$ cat config.mk
export PLATFORM = sky130hd
export DESIGN_NAME = mem_portb_arbiter
export DESIGN_NICKNAME = d
export VERILOG_FILES = /design/src/rtl/mem_portb_arbiter.sv
export SDC_FILE = /design/constraint.sdc
export NUM_CORES = 1
export LEC_CHECK = 0
export BUFFER_PORTS_ARGS = -buffer_cell sky130_fd_sc_hd__clkbuf_2
export CAP_MARGIN = 20
export CORE_MARGIN = 2
export CORE_UTILIZATION = 34
export DETAILED_ROUTE_END_ITERATION = 6
export GPL_ROUTABILITY_DRIVEN = 0
export PLACE_DENSITY = 0.63
export SYNTH_ARGS = -nofsm -noshare
export SYNTH_HDL_FRONTEND = slang
export SYNTH_SLANG_ARGS = --single-unit
$ cat constraint.sdc
create_clock -name clk -period 5.85 [get_ports clk]
set_clock_uncertainty 0.1 [all_clocks]
set_input_delay 1.17 -clock clk [delete_from_list [all_inputs] [get_ports clk]]
set_output_delay 1.17 -clock clk [all_outputs]
set_load 0.01 [all_outputs]
$ cat src/rtl/mem_portb_arbiter.sv
// Round-robin arbiter and sequencer for EXRAM port B, shared by the display fetch engine (0)
// and the DMA/IO engine (1). It also decodes the switches and seg-display registers.
module mem_portb_arbiter #(
    parameter int                    WIDTH        = 16,
    parameter int                    ADDR_WIDTH   = 16,
    parameter logic [ADDR_WIDTH-1:0] IO_MEM       = 16'hCFFD,
    parameter logic [ADDR_WIDTH-1:0] SWITCHES_LOC = 16'hCFFD,
    parameter logic [ADDR_WIDTH-1:0] LEDS_LOC     = 16'hCFFE
) (
    input  logic                  clk,
    input  logic                  reset,
    input  logic                  req0,
    input  logic                  we0,
    input  logic [ADDR_WIDTH-1:0] addr0,
    input  logic [WIDTH-1:0]      wdata0,
    input  logic                  req1,
    input  logic                  we1,
    input  logic [ADDR_WIDTH-1:0] addr1,
    input  logic [WIDTH-1:0]      wdata1,
    output logic                  gnt0,
    output logic                  gnt1,
    output logic                  rvalid0,
    output logic                  rvalid1,
    output logic [WIDTH-1:0]      rdata,
    input  logic [7:0]            switches,
    output logic [WIDTH-1:0]      seg_value,
    output logic [ADDR_WIDTH-1:0] address_b,
    output logic [WIDTH-1:0]      data_b,
    output logic                  wren_b,
    input  logic [WIDTH-1:0]      q_b
);

    typedef enum logic [1:0] {IDLE, ACCESS, READ_WAIT} state_t;

    state_t                  state;
    state_t                  state_next;
    logic                    req_we;
    logic [ADDR_WIDTH-1:0]   req_addr;
    logic [WIDTH-1:0]        req_wdata;
    logic                    req_id;
    logic                    last_grant;
    logic                    rvalid_p;
    logic                    any_req;
    logic                    win_id;
    logic                    is_switches;
    logic                    is_leds;

    // On a tie the requester that was not served last wins.
    assign any_req     = req0 | req1;
    assign win_id      = (req0 && req1) ? ~last_grant : req1;
    assign is_switches = (req_addr >= IO_MEM) && (req_addr == SWITCHES_LOC);
    assign is_leds     = (req_addr >= IO_MEM) && (req_addr == LEDS_LOC);

    assign address_b = req_addr;
    assign data_b    = req_wdata;
    assign rvalid0   = rvalid_p & ~req_id;
    assign rvalid1   = rvalid_p & req_id;

    always_comb begin
        state_next = state;
        gnt0       = 1'b0;
        gnt1       = 1'b0;
        wren_b     = 1'b0;
        case (state)
            IDLE: begin
                if (any_req) state_next = ACCESS;
            end
            ACCESS: begin
                gnt0       = ~req_id;
                gnt1       = req_id;
                wren_b     = req_we & ~is_switches & ~is_leds;
                state_next = req_we ? IDLE : READ_WAIT;
            end
            READ_WAIT: begin
                state_next = IDLE;
            end
            default: state_next = IDLE;
        endcase
    end

    always_ff @(posedge clk or negedge reset) begin
        if (!reset) state <= IDLE;
        else        state <= state_next;
    end

    // Capture the winning request; requesters may change their fields once granted.
    always_ff @(posedge clk or negedge reset) begin
        if (!reset) begin
            req_we     <= 1'b0;
            req_addr   <= '0;
            req_wdata  <= '0;
            req_id     <= 1'b0;
            last_grant <= 1'b1;
        end else if (state == IDLE && any_req) begin
            req_we     <= win_id ? we1 : we0;
            req_addr   <= win_id ? addr1 : addr0;
            req_wdata  <= win_id ? wdata1 : wdata0;
            req_id     <= win_id;
            last_grant <= win_id;
        end
    end

    // q_b is valid in READ_WAIT, one cycle after address_b was presented in ACCESS.
    always_ff @(posedge clk or negedge reset) begin
        if (!reset) begin
            rvalid_p  <= 1'b0;
            rdata     <= '0;
            seg_value <= '0;
        end else begin
            rvalid_p <= (state == READ_WAIT);
            if (state == READ_WAIT) begin
                if (is_switches)  rdata <= {{(WIDTH-8){1'b0}}, switches};
                else if (is_leds) rdata <= seg_value;
                else              rdata <= q_b;
            end
            if (state == ACCESS && req_we && is_leds) seg_value <= req_wdata;
        end
    end

endmodule

# Word level (Yosys, flattened, before mapping)
# Index checks and enable logic that the tools add are counted.
op_classes:
  n_lt_le_gt_ge: 1
  eq_ne: 5
  muxes: 12
  n_bitwise: 9
  n_reduce_logical: 7
ops:
  columns: ["op", "n"]
  rows:
  - ["$mux 16", 4]
  - ["$eq 16x16->1 const B", 2]
  - ["$ge 16x16->1 const B", 1]
  - ["$logic_and 1x1->1", 6]
  - ["$mux 1", 5]
  - ["$and 1x1->1", 4]
  - ["$mux 2", 2]
  - ["$not 1->1", 4]
  - ["$pmux 2 s2", 1]
  - ["$eq 2x1->1 const B", 1]
  - ["$eq 2x2->1 const B", 1]
  - ["$logic_not 2->1", 1]
  - ["$ne 2x2->1 const B", 1]
  - ["$or 1x1->1", 1]
totals:
  regBits: 70
  input_bits: 94
  output_inout_bits: 69
  wordCells: 43

# Longest topological paths before layout
# Gate-level depths: netlist of run 1.
logic_depth:
  word_depth: 6
  ltp_mapped: 6

# Worst setup path before layout of run 1
# OpenSTA, ideal clock, no wires.
synth_path:
  kind: "input to register"
  startpoint: "in req1"
  endpoint: "reg req_addr[0] (netlist: address_b[0])"
  setup_time_ps: 137
  arrival_time_ps: 2176
  required_time_ps: 5613
  slack_ps: 3437
  stages: 5
  n_path_buf: 2
  path_cell_list: "a21boi_0 -> clkbuf_1 -> buf_2 -> mux2i_1 -> a21oi_1"
synth_between:
  elab_chain_len: 3
  elab_cells_between_ends: 5
  classes_between: "2 x mux; 1 x bitwise; 2 x reduce/logical"
synth_lines:
  columns: ["element", "line_no", "text"]
  rows:
  - ["start: declaration", "16", "input logic req1,"]
  - ["$logic_and 1x1->1", "50", "assign win_id = (req0 && req1) ? ~last_grant : req1;"]
  - ["$mux 1", "50", null]
  - ["$mux 16", "96", "req_addr <= win_id ? addr1 : addr0;"]
  - ["end signal: assignment", "96", null]
  - ["end: declaration", "38", "logic [ADDR_WIDTH-1:0] req_addr;"]
# Parallel ways exist; a longest one is shown, timed or not.
# A chain may end at the register's enable or synchronous reset.

# Final worst setup path of run 1
layout_path:
  startpoint: "reg req_addr[12] (netlist: address_b[12])"
  endpoint: "out wren_b"
layout_between:
  elab_chain_len: 6
  elab_cells_between_ends: 10
  classes_between: "1 x order compare; 2 x eq/ne; 1 x mux; 4 x bitwise; 2 x reduce/logical"
layout_lines:
  columns: ["element", "line_no", "text"]
  rows:
  - ["$ge 16x16->1 or $eq 16x16->1 (tied branches)", "51, 52", null]
  - ["$logic_and 1x1->1", "51", "assign is_switches = (req_addr >= IO_MEM) && (req_addr == SWITCHES_LOC);"]
  - ["$not 1->1", "71", "wren_b = req_we & ~is_switches & ~is_leds;"]
  - ["$and 1x1->1", "71", null]
  - ["$and 1x1->1 *", "71", null]
  - ["$mux 1 *", "64", "case (state)"]
  - ["end: declaration", "29", "output logic wren_b,"]
# Every way passes the cells marked *; elsewhere a longest branch is shown, timed or not.

==> impl_results.md, run 1 <==
* Outcome: completed
* Gate Count Post-Synth at 283
* Final period util at 48.1%
* Fin. max-slew vios at 0
* Slowest stage cell, crit path: dfrtp_1
* Crit path DAT at 1.55 ns
* Die height at 102 microns
* Core ar. at 0.00928 sq mm
* GR Util All Layers at 16.5%
* DIE WIDTH at 102 microns
* Nets at 536
* Lkg Pwr at 0.00245 uW
* Post-synthesis sequential area ratio at 53.6%
* Syn_nets at 377
* Worst R2R Start: address_b[12]
* Synth top area cells: dfrtp_1, mux2i_1, a21oi_1
* Syn_area_per_cell at 11.6 sq um
* Post-Synthesis Cell Area at 0.00327 sq mm
* Type of the worst setup path: reg2out
* Hold Path Sink: rdata[13]
* Tmin final at 2.82 ns
* Post-DP Area at 0.00419 sq mm
* Boundary pin count at 163
* Crit-path cells: and4bb_2, nand4_4, a21oi_1, nor2_1, clkbuf_2
* Area overhead of the layout relative to synthesis at 34.0%
* Post-cts sizing count at 0
* Final Setup Violations at 0
* Fill cell count at 949
* Hold Path Class: reg2reg
* Clk root buf: clkbuf_8
* Starting DRT DRC Count at 63
* Routed len/inst at 14.8 microns
* CP Capture Type: output pin
* Worst relative slew slack at 35.2%
* CTS Buf Count at 9
* Cell family with most CP delay: simple AND/OR/NAND/NOR gates
* Share of layout cells above drive strength 1 at 45.2%
* # Max-Cap Violations at 0
* Drt first pass iters at 4
* Post-route ant nets at 0
* Post-Route WL at 8540 microns
* Row cnt at 35
* Setup bufs post-CTS at 0
* Worst Hold Launch: rdata[13]
* Vias in the first global route at 2572
* ANT cells at 0
* Max Fclk at 0.355 GHz
* Number of I/O port buffers at 162
* Total number of vias at 2691
* Worst reg-to-reg setup slack at 3.53 ns
* WP buf/inv at 1
* IR drop worst, VDD at 161 uV
* FF+latch count, synth at 70
* Clk buf depth at 2
* Levels on crit path at 5
* Placement Setup Slack at 3.15 ns
* Final TNS setup at 0 ns
* Pwr per Cell Area at 442 mW/mm^2
* Worst slew pin tran at 0.971 ns
* Hold Violations, Final at 0
* DR vias/cell at 4.67
* Die area at 0.0104 sq mm
* CP peak stage delay at 0.40 ns
* Worst Path Required at 4.58 ns
* Reg-to-Reg End: seg_value[13]
* Unrepaired setup endpoints after global routing: no
* Worst R2R Path Depth at 4
* Non-filler cells, final at 576
* Total congestion overflow at 0
* # clock sinks at 70
* DRC Markers at 0
* Final Cell Area at 0.00438 sq mm
* Distinct cells, synth at 30
* Placed Cells at 559
* Cell taking the most area after synthesis: dfrtp_1
* Clock-pin slew on the worst setup and hold paths at 0.08 ns
* Initial Util at 35.2%
* Detailed Place HPWL at 6270 microns
* Startpoint Class: flop
* Pin count of the biggest net entering global routing at 71
* Worst-Skew Late Latency at 0.33 ns
* Synth top area share at 52.8%
* Critical path fanouts, max at 5
* Initial antenna violation count at 0
* Final worst slack at 3.03 ns
* CTS H-tree lvls at 3
* CTS tree: yes
* Hold Crit Depth at 2
* Ys Warns at 0
* # hold bufs at CTS at 0
* First-pass GRT wire length at 13200 microns
==> worst register-to-register path, cell delays in order (launching register included) <==
cell and delay, ns:
dfrtp_1 0.40, and4bb_2 0.35, nand4_4 0.12, or3_1 0.77, mux2_4 0.45
==> layout make-up <==
class                           count  area, sq um  area share (%)
Multi-Input combinational cell    193         1440            32.7
Clock inverter                      5         25.0           0.571
Tap cell                          129          161            3.68
Timing Repair Buffer              165          856            19.5
Clock buffer                       11          141            3.23
Inverter                            3         11.3           0.257
Sequential cell                    70         1750            40.0
==> power breakdown <==
part	internal, uW	total [uW]	switching [uW]
sequential	676	813	138
combinational	336	786	450
clock	162	336	174
total	1170	1940	762
==> per-stage QoR <==
step	util, %	hold WS, ns	power (uW)
floorplan	-	0.326	1260
global placement	45.1	0.348	1570
detailed placement	45.1	0.362	1600
CTS	46.9	0.382	1940
global route	47.2	0.387	2090
finish	47.2	0.380	1940
==> cell usage in the layout, fill, tap and decap left out <==
cell type / instances
o21ai_2: 1
a21boi_4: 1
mux2_4: 10
buf_4: 3
mux2i_1: 62
nand4_4: 1
clkbuf_2: 161
inv_1: 3
a2bb2oi_1: 1
a31oi_1: 1
and4b_1: 1
nand3b_1: 1
and2_1: 2
nand2_1: 10
clkbuf_1: 1
o31ai_1: 1
and4_1: 2
clkinv_2: 5
o21a_1: 1
o21a_2: 1
a21oi_1: 35
nor2b_1: 1
buf_16: 1
clkbuf_8: 10
and4bb_2: 1
dfrtp_1: 69
nand2b_1: 4
nand4_1: 1
mux2_2: 6
o21ai_0: 10
or3_1: 1
dfstp_2: 1
nor2_1: 38
==> flip-flops by register name (all words and copies together), names as in the netlist <==
name,flops
address_b,16
data_b,16
last_grant,1
rdata,16
req_id,1
req_we,1
rvalid_p,1
seg_value,16
state,2
==> per-layer routing <==
layer	wire length (microns)	up-vias	GRT usage, %
met5	0	-	0
met1	3700	1298	21.8
li1	-	1314	-
met4	157	0	6.87
met3	326	13	2.60
met2	4360	66	27.3
==> Yosys cell counts <==
master     count
a21boi_0       1
a21oi_1       35
a2bb2oi_1      1
a31oi_1        1
and2_1         2
and4_1         2
and4b_1        1
and4bb_2       1
buf_1          5
buf_2          5
buf_6          2
clkbuf_1       5
dfrtp_1       69
dfstp_2        1
inv_1          3
mux2_2         6
mux2_4        10
mux2i_1       62
nand2_1       10
nand2b_1       4
nand3b_1       1
nand4_1        1
nand4_4        1
nor2_1        38
nor2b_1        1
o21a_1         2
o21ai_0       10
o21ai_2        1
o31ai_1        1
or3_1          1
==> logic make-up (layout without fill, tap and decap cells) <==
| group | count (synthesis) | in the layout | share of synthesized area, % |
|---|---|---|---|
| AOI/OAI and AO/OA | 52 | 52 | 8.53 |
| buffers and inverters | 20 | 184 | 2.94 |
| DFF | 70 | 70 | 53.6 |
| muxes | 78 | 78 | 25.6 |
| and+or+nand+nor | 63 | 63 | 9.33 |
==> how the worst max path moves through the flow <==
stage	start	endpoint	slack [ns]
finish	address_b[12]	wren_b	3.03
global route	address_b[12]	wren_b	2.93
CTS	address_b[12]	wren_b	3.03
detailed placement	req0	address_b[8]	3.15
global placement	req0	req_id	3.23
floorplan	req1	address_b[0]	3.44
(Power assumes the default switching activity.)
==> inputs of run 2 (changes only) <==
--- a/config.mk
+++ b/config.mk
@@ -5,6 +5,7 @@
 export SDC_FILE = /design/constraint.sdc
 export NUM_CORES = 1
 export LEC_CHECK = 0
+export ABC_AREA = 1
 export BUFFER_PORTS_ARGS = -buffer_cell sky130_fd_sc_hd__clkbuf_2
 export CAP_MARGIN = 20
 export CORE_MARGIN = 2
==> constraint.sdc (replaced) <==
create_clock -name clk -period 2.8 [get_ports clk]
set_clock_uncertainty 0.1 [all_clocks]
set_input_delay 0.56 -clock clk [delete_from_list [all_inputs] [get_ports clk]]
set_output_delay 0.56 -clock clk [all_outputs]
set_load 0.01 [all_outputs]
==> run 2 against run 1 <==
  * Sequential power grew 110%
  * Synthesized area is 4.7% higher
  * Routed wire length grew 12%
  * Synthesized cell count is 59% higher
  * Setup slack got worse by 2.8 ns
  * Total power up 130%
  * Largest power group is now combinational logic
==> impl_results.md, run 2 <==
* Non-filler cells, final at 740
* Startpoint Class: flop
* Hold Violations, Final at 0
* CTS tree: yes
* Post-DP Area at 0.00430 sq mm
* Total number of vias at 3359
* Synth top area share at 50.4%
* DIE WIDTH at 104 microns
* Worst R2R Path Depth at 7
* IR drop worst, VDD at 374 uV
* Initial Util at 35.0%
* CP Capture Type: output pin
* Final Cell Area at 0.00452 sq mm
* Die area at 0.0109 sq mm
* Hold Path Class: in2async
* Outcome: completed
* Placed Cells at 724
* DRC Markers at 0
* Core ar. at 0.00977 sq mm
* Die height at 104 microns
* Vias in the first global route at 3285
* First-pass GRT wire length at 15800 microns
* ANT cells at 0
* Syn_nets at 543
* Most frequent cells after synthesis: nand2_1, dfrtp_1, nor2_1
* Post-cts sizing count at 0
* Post-synth EDFFs at 0
* Final period util at 91.5%
* FF+latch count, synth at 70
* Unrepaired setup endpoints after global routing: no
* # Max-Cap Violations at 0
* Critical path fanouts, max at 34
* Worst R2R Start: address_b[13]
* Area overhead of the layout relative to synthesis at 32.0%
* Boundary pin count at 163
* Async set-reset flop share out of synthesis at 100%
* Reg-to-Reg End: seg_value[10]
* GR Util All Layers at 18.1%
* Routed len/inst at 12.9 microns
* Syn_area_per_cell at 7.63 sq um
* Worst slew pin tran at 0.881 ns
* Most frequent cells in the layout: nand2_1, clkbuf_2, dfrtp_1
* Type of the worst setup path: reg2out
* Row cnt at 36
* Worst relative slew slack at 41.2%
* # clock sinks at 70
* Detailed Place HPWL at 7250 microns
* Final TNS setup at 0 ns
* Clock-pin slew on the worst setup and hold paths at 0.07 ns
* Post-synthesis sequential area ratio at 51.2%
* Commonest non-fill, non-tap cell in the layout: nand2_1
* Initial antenna violation count at 0
* Pin count of the biggest net entering global routing at 71
* Crit path DAT at 1.90 ns
* Most numerous cell in the Yosys netlist: nand2_1
* Nets at 696
* Min Hold Slack at 0.245 ns
* Worst-Skew Late Latency at 0.34 ns
* Starting DRT DRC Count at 113
* # hold bufs at CTS at 0
* Share of layout cells above drive strength 1 at 32.5%
* CTS Buf Count at 9
* Ys Warns at 0
* Setup bufs post-CTS at 0
* Post-Route WL at 9550 microns
* Drt first pass iters at 4
* Post-route total power at 4380 uW
* Post-route ant nets at 0
* Final Setup Violations at 0
* Worst reg-to-reg setup slack at 1.01 ns
* Lkg Pwr at 0.00262 uW
* Clk root buf: clkbuf_8
* Cell taking the most area after synthesis: dfrtp_1
* Total congestion overflow at 0
* Max Fclk at 0.390 GHz
* Tmin final at 2.56 ns
* DR vias/cell at 4.54
* Top_reg_cell synth: dfrtp_1
* Clk buf depth at 2
* Distinct cells, synth at 20
* Worst Path Required at 2.14 ns
* Fin. max-slew vios at 0
* Gate Count Post-Synth at 449
* Post-Synthesis Cell Area at 0.00342 sq mm
* CTS H-tree lvls at 3
* Synth top area cells: dfrtp_1, nand2_1, a31oi_1
* Pwr per Cell Area at 969 mW/mm^2
* Number of I/O port buffers at 162
run 2: how the worst max path moves through the flow:
stage,startpoint,end,slack (ns),cells after the start
5_1_grt,address_b[11],wren_b,0.08,7
2_1_floorplan,address_b[11],wren_b,0.82,7
6_report,address_b[13],wren_b,0.24,6
3_3_place_gp,address_b[11],wren_b,0.63,7
3_5_place_dp,address_b[11],wren_b,0.58,7
4_1_cts,address_b[11],wren_b,0.19,7
run 2: cell families after synthesis:
kind of cell | Yosys count | share of synthesized area, %
simple gates | 287 | 34.5
flops | 70 | 51.2
buf+inv | 39 | 5.41
compound gates | 53 | 8.95
run 2: area by class of cell:
class | instances | area [sq um]
clock inverters | 4 | 70.1
fillers | 1027 | 5260
multi-input cells | 340 | 1490
clock buffers | 12 | 145
well taps | 133 | 166
repair buffers | 164 | 828
flip-flops and latches | 70 | 1750
inverters | 17 | 63.8
run 2: per-stage QoR:
stage	worst slack [ns]	utilization [%]
2_1_floorplan	0.817	-
3_3_place_gp	0.631	44.0
3_5_place_dp	0.575	44.0
4_1_cts	0.186	46.2
5_1_grt	0.0827	46.2
6_report	0.239	46.2
run 2: routing by layer:
metal  global-route usage [%]  up-vias  share of wire, %
met5                        0        -                 0
met2                     28.9      120                45
met1                     23.7     1484                46
met4                     8.49        0               2.6
met3                     3.38       16               5.8
li1                         -     1739                 -
run 2: report_power, final:
part	leakage [uW]	internal [uW]	switching, uW	total (uW)
clock network	0.000110	524	366	890
logic	0.00165	666	1110	1780
registers	0.000854	1410	300	1710
run 2: critical path: stages, from the launching register on:
cell	delay, ns
dfrtp_1	0.40
nor2_2	0.14
nand2_2	0.10
nor2_8	0.25
nand2_4	0.26
nor3b_1	0.24
clkbuf_2	0.15
